**src/rtl/csa_pkg.sv**
```systemverilog
// Shared definitions for the carry-save accumulator: default widths,
// the FSM state encoding and the bitwise majority helper.
package csa_pkg;

  localparam int unsigned WIDTH_DEF = 11;
  localparam int unsigned CNT_W_DEF = 8;

  typedef enum logic [1:0] {
    IDLE  = 2'd0,
    ACCUM = 2'd1,
    HOLD  = 2'd2
  } state_t;

  // Single-bit majority; the full-adder carry.
  function automatic logic maj3(input logic a, input logic b, input logic c);
    return (a & b) | (a & c) | (b & c);
  endfunction

endpackage

```
**src/rtl/csa_row.sv**
```systemverilog
// Combinational WIDTH-bit 3:2 compressor row. Each bit position is a full
// adder cell; the carry vector is shifted up one place and the carry out
// of the MSB is dropped, so s + carry == a + b + c (mod 2^WIDTH).
module csa_row
  import csa_pkg::*;
#(
  parameter int unsigned WIDTH = WIDTH_DEF
) (
  input  logic [WIDTH-1:0] a,
  input  logic [WIDTH-1:0] b,
  input  logic [WIDTH-1:0] c,
  output logic [WIDTH-1:0] s,
  output logic [WIDTH-1:0] carry
);

  assign carry[0] = 1'b0;

  for (genvar i = 0; i < WIDTH; i++) begin : g_fa
    assign s[i] = a[i] ^ b[i] ^ c[i];
    // The MSB cell has no carry destination inside the vector width.
    if (i < WIDTH - 1) begin : g_cy
      assign carry[i+1] = maj3(a[i], b[i], c[i]);
    end
  end

endmodule

```
**src/rtl/csa_accumulator.sv**
```systemverilog
// Multi-cycle carry-save accumulator feeding the downstream CPA.
// Reduces one operand per accepted beat into a redundant (S, C) pair and
// presents it on the packet's last beat; no carry propagation here.
// Optional build macro: CSA_SHADOW_CHECK_EN adds a binary shadow sum and
// the out_mismatch self-check output.
module csa_accumulator
  import csa_pkg::*;
#(
  parameter int unsigned WIDTH = WIDTH_DEF,
  parameter int unsigned CNT_W = CNT_W_DEF
) (
  input  logic             clk,
  input  logic             rst,
  input  logic             in_valid,
  output logic             in_ready,
  input  logic [WIDTH-1:0] in_data,
  input  logic             in_last,
  output logic             out_valid,
  input  logic             out_ready,
  output logic [WIDTH-1:0] out_sum,
  output logic [WIDTH-1:0] out_carry,
  output logic [CNT_W-1:0] out_count
`ifdef CSA_SHADOW_CHECK_EN
  ,
  output logic             out_mismatch
`endif
);

  state_t             state_q;
  logic [WIDTH-1:0]   s_q;
  logic [WIDTH-1:0]   c_q;
  logic [CNT_W-1:0]   cnt_q;
  logic               out_valid_q;
  logic               in_ready_q;
  logic [WIDTH-1:0]   row_s;
  logic [WIDTH-1:0]   row_c;
  logic [CNT_W-1:0]   cnt_d;
  logic               accept;

`ifdef CSA_SHADOW_CHECK_EN
  logic [WIDTH-1:0]   shadow_q;
  logic [WIDTH-1:0]   resolved;
`endif

  // in_ready is a register so it never follows in_valid combinationally.
  assign accept = in_valid & in_ready_q;

  csa_row #(.WIDTH(WIDTH)) u_row (
    .a     (s_q),
    .b     (c_q),
    .c     (in_data),
    .s     (row_s),
    .carry (row_c)
  );

  // Saturating beat counter next value.
  always_comb begin
    cnt_d = cnt_q;
    if (cnt_q != '1) begin
      cnt_d = cnt_q + 1'b1;
    end
  end

  // Packet FSM: owns the S/C vectors, the count and the handshake outputs.
  always_ff @(posedge clk) begin
    if (rst) begin
      state_q     <= IDLE;
      s_q         <= '0;
      c_q         <= '0;
      cnt_q       <= '0;
      out_valid_q <= 1'b0;
      in_ready_q  <= 1'b0;
`ifdef CSA_SHADOW_CHECK_EN
      shadow_q    <= '0;
`endif
    end else begin
      case (state_q)
        IDLE, ACCUM: begin
          in_ready_q <= 1'b1;
          if (accept) begin
            s_q   <= row_s;
            c_q   <= row_c;
            cnt_q <= cnt_d;
`ifdef CSA_SHADOW_CHECK_EN
            shadow_q <= shadow_q + in_data;
`endif
            if (in_last) begin
              state_q     <= HOLD;
              out_valid_q <= 1'b1;
              in_ready_q  <= 1'b0;
            end else begin
              state_q <= ACCUM;
            end
          end
        end
        HOLD: begin
          if (out_ready) begin
            state_q     <= IDLE;
            s_q         <= '0;
            c_q         <= '0;
            cnt_q       <= '0;
            out_valid_q <= 1'b0;
            in_ready_q  <= 1'b1;
`ifdef CSA_SHADOW_CHECK_EN
            shadow_q    <= '0;
`endif
          end
        end
        default: begin
          state_q     <= IDLE;
          out_valid_q <= 1'b0;
          in_ready_q  <= 1'b1;
        end
      endcase
    end
  end

  assign in_ready  = in_ready_q;
  assign out_valid = out_valid_q;
  assign out_sum   = s_q;
  assign out_carry = c_q;
  assign out_count = cnt_q;

`ifdef CSA_SHADOW_CHECK_EN
  // Resolve the redundant pair and compare against the binary shadow sum.
  always_comb begin
    resolved     = s_q + c_q;
    out_mismatch = (state_q == HOLD) && (resolved != shadow_q);
  end
`endif

endmodule
```
**config.mk**
```make
export PLATFORM = sky130hd
export DESIGN_NAME = csa_accumulator
export DESIGN_NICKNAME = d
export VERILOG_FILES = /design/src/rtl/csa_pkg.sv /design/src/rtl/csa_row.sv /design/src/rtl/csa_accumulator.sv
export SDC_FILE = /design/constraint.sdc
export NUM_CORES = 1
export LEC_CHECK = 0
export CORE_MARGIN = 4
export CORE_UTILIZATION = 45
export DETAILED_ROUTE_END_ITERATION = 16
export PLACE_DENSITY = 0.89
export RECOVER_POWER = 100
export SLEW_MARGIN = 10
export SYNTH_ARGS = -nofsm -noshare
export SYNTH_HDL_FRONTEND = slang
export SYNTH_SLANG_ARGS = --single-unit
```
**constraint.sdc**
```tcl
create_clock -name clk -period 3.6 [get_ports clk]
set_input_delay 1.08 -clock clk [delete_from_list [all_inputs] [get_ports clk]]
set_output_delay 1.08 -clock clk [all_outputs]
set_load 0.01 [all_outputs]
```
==> run_results.csv <==
group,metric,value,unit
critical_path,cp.arrival,3.17,ns
sta,relSlewSlack,0.350,
placement,dpl.hpwl,2730,um
sta,max_freq,341,MHz
sta,finalCriticalPeriod,2.94,ns
final_layout,seqCellArea,661,um2
logic_synthesis,yosysUniqueCellTypes,34,
critical_path,path_class,"input pin to register",
sta,tightest_slew,0.975,ns
final_layout,drive_gt1_frac,0.0622,
floorplan,fp.dieArea,0.00444,mm2
power,powerDensity,398,mW/mm2
worst_hold_path,min_from,"out_sum[10]$_SDFFE_PP0P_",
floorplan,die_h,66.6,um
final_layout,antennaDiodeCount,0,
grt,grt_pass1_vias,1321,
logic_synthesis,synth_nets,191,
critical_path,crit_fanout,23,
critical_path,timing.rr.start,"state_q[1]$_SDFFE_PP0P_",
final_layout,n_fill_cell,279,
critical_path,worstPathRequired,3.83,ns
drt,dr.pass1.iters,4,
floorplan,die_w,66.6,um
grt,grt_use_total,0.176,
drt,post_drt_via_cell_ratio,5.57,
floorplan,io-pin-count,48,
critical_path,path_cells,"dlygate4sd3_1 > and3b_1 > clkbuf_1 > a21o_1 > o21bai_1 > a211oi_1",
drt,routed-via-count,1421,
clock_tree,postCtsSetupBuffers,0,
sta,rsz0062_at_grt,"no",
final_layout,multi_input_area,815,um2
drt,drc,0,
outcome,status,"complete, no violations",
placement,numPortBuffers,46,
logic_synthesis,ys_ff_latch,33,
sta,tns,0,ns
clock_tree,clock_sinks,33,
logic_synthesis,async_reset_ff_frac,0,
critical_path,path_buf_inv,2,
logic_synthesis,synth_edf_count,0,
grt,grt_max_degree,29,
final_layout,nets,235,
critical_path,path_delay_family,"buffers and inverters",
worst_hold_path,min_path_cells,1,
critical_path,critPathLaunchType,"input pin",
clock_tree,clkTransAtPathRegs,0.10,ns
clock_tree,cts_tree,"yes",
sta,drv_slew,0,
drt,postRouteAntennaNets,0,
critical_path,r2r_slack,1.57,ns
placement,place.gp.congestion,0.754,
clock_tree,clockBufferDepth,2,
clock_tree,cts_resized,0,
critical_path,slowest_delay,0.75,ns
power,total_power,0.845,mW
worst_hold_path,hold_end,"out_sum[10]$_SDFFE_PP0P_",
clock_tree,cts_root_buf,"clkbuf_4",
grt,antenna_found_initial,0,
clock_tree,cts_buffers,5,
logic_synthesis,synth_area_per_cell,9.44,um2
power,p_leak,0.865,nW
drt,drtIter0Drc,81,
floorplan,core,0.00334,mm2
clock_tree,ctsHoldBuffers,0,
logic_synthesis,synthFlopType,"dfxtp_1",
grt,grt_overflow_total,0,
floorplan,initial_core_util,0.464,
logic_synthesis,synth_area,0.00155,mm2
sta,post-route-period-util,0.816,
sta,setup_viol,0,
critical_path,crit_path_top_delay_cell,"clkbuf_1",
final_layout,area_growth,37.1,%
power,ir_drop,0.335,mV
critical_path,ff2ff_path_depth,5,
critical_path,r2r_end,"out_count[7]$_SDFFE_PP0P_",
sta,hold_viol,0,
clock_tree,htreeDepth,2,
critical_path,end_kind,"register",
grt,grt_pass1_wl,6030,um
worst_hold_path,hold_path_class,"register to register",
floorplan,num_rows,21,
sta,clock_skew,0.0108,ns
drt,wl_per_cell,14.8,um
logic_synthesis,synth.yosys.seq_area_share,0.427,
drt,routed_wl,3770,um
clock_tree,insertion_delay,0.33,ns
flow_run,cap_violations,0,
logic_synthesis,syn_inst,164,
logic_synthesis,yosysWarnings,0,
## flip-flops by register name (all words and copies together), names as in the netlist
register	cells
state_q	2
out_carry	10
out_count	8
out_sum	11
out_valid	1
in_ready	1
## power by group
part / switching (mW) / internal [mW] / total [mW]
Combinational: 0.0559 / 0.0525 / 0.108
Clock: 0.130 / 0.215 / 0.345
Sequential: 0.0134 / 0.378 / 0.392
## kinds of logic (layout without fill, tap and decap cells)
family          after synthesis  after routing  share of synthesized area
compound gates               48             48                      0.217
xor+xnor                      1              1                    0.00566
other cells                   1              1                    0.00242
flops                        33             33                      0.427
simple gates                 55             55                      0.169
buf+inv                      15             60                     0.0469
fa+ha+maj                    11             11                      0.133
## layout by cell type, fill, tap and decap left out, types with 2 or more instances in the layout
master	n
dfxtp_1	33
dlygate4sd3_1	33
nor2_1	30
a22oi_1	18
clkdlybuf4s50_1	13
a21oi_1	10
fa_1	9
o21ai_0	8
clkbuf_4	5
nand2_1	4
nor3_1	4
inv_1	3
nand4_1	3
a31oi_1	3
a211oi_1	3
and3_1	2
nand3_1	2
nand2b_1	2
a311oi_2	2
or3_1	2
ha_1	2
bufinv_16	2
clkbuf_1	2
## cell type report
cell class | instances | area share
flip-flops and latches | 33 | 0.311
well taps | 46 | 0.0271
multi-input cells | 116 | 0.384
inverters | 3 | 0.00531
clock inverters | 3 | 0.0307
clock buffers | 5 | 0.0177
repair buffers | 49 | 0.224
## stage by stage
step	util	hold slack [ns]	std cells	setup WS (ns)	cell area, um2
after floorplan	-	0.481	164	1.62	1550
after global placement	0.607	0.449	247	0.982	2030
after detailed placement	0.607	0.465	247	0.942	2030
after CTS	0.638	0.479	255	1.09	2130
after global routing	0.636	0.498	255	0.573	2120
final	0.636	0.471	255	0.664	2120
## layer usage
| metal | track usage | wire length (um) | vias up | share of wire |
|---|---|---|---|---|
| met4 | 0.0558 | 79 | 0 | 0.021 |
| met3 | 0.0388 | 184 | 8 | 0.049 |
| met2 | 0.306 | 1930 | 48 | 0.51 |
| li1 | - | - | 675 | - |
| met5 | 0 | 0 | - | 0 |
| met1 | 0.215 | 1580 | 690 | 0.42 |
## worst reg2reg max path, stage by stage (launching register included)
cell and delay [ns]:
dfxtp_1 0.39, and3b_1 0.30, clkbuf_1 0.75, a21o_1 0.21, o21bai_1 0.08, a211oi_1 0.22
## synth_stat cells, drive strengths merged (3+ instances only)
cell type  number  area (um2)
buf             6        37.5
nand2           4        15.0
dfxtp          33         661
a21oi          11        66.3
a211oi          3        22.5
a31oi           3        18.8
a22oi          18         135
fa              9         180
clkbuf          6        23.8
nor2           30         113
nor3            5        30.0
nand4           3        18.8
o21ai           8        40.0
inv             3        11.3
## how the worst max path moves through the flow
| stage | slack [ns] | start | cells past startpoint | end |
|---|---|---|---|---|
| 6_report | 0.66 | in_valid | 6 | out_count[7]$_SDFFE_PP0P_ |
| 2_1_floorplan | 1.62 | in_valid | 5 | out_count[6]$_SDFFE_PP0P_ |
| 3_5_place_dp | 0.94 | in_valid | 6 | out_count[7]$_SDFFE_PP0P_ |
| 5_1_grt | 0.57 | in_valid | 6 | out_count[7]$_SDFFE_PP0P_ |
| 3_3_place_gp | 0.98 | in_valid | 6 | out_count[6]$_SDFFE_PP0P_ |
| 4_1_cts | 1.09 | out_count[4]$_SDFFE_PP0P_ | 1 | out_count[4] |
Note: power is estimated with default switching activity, not from simulation.
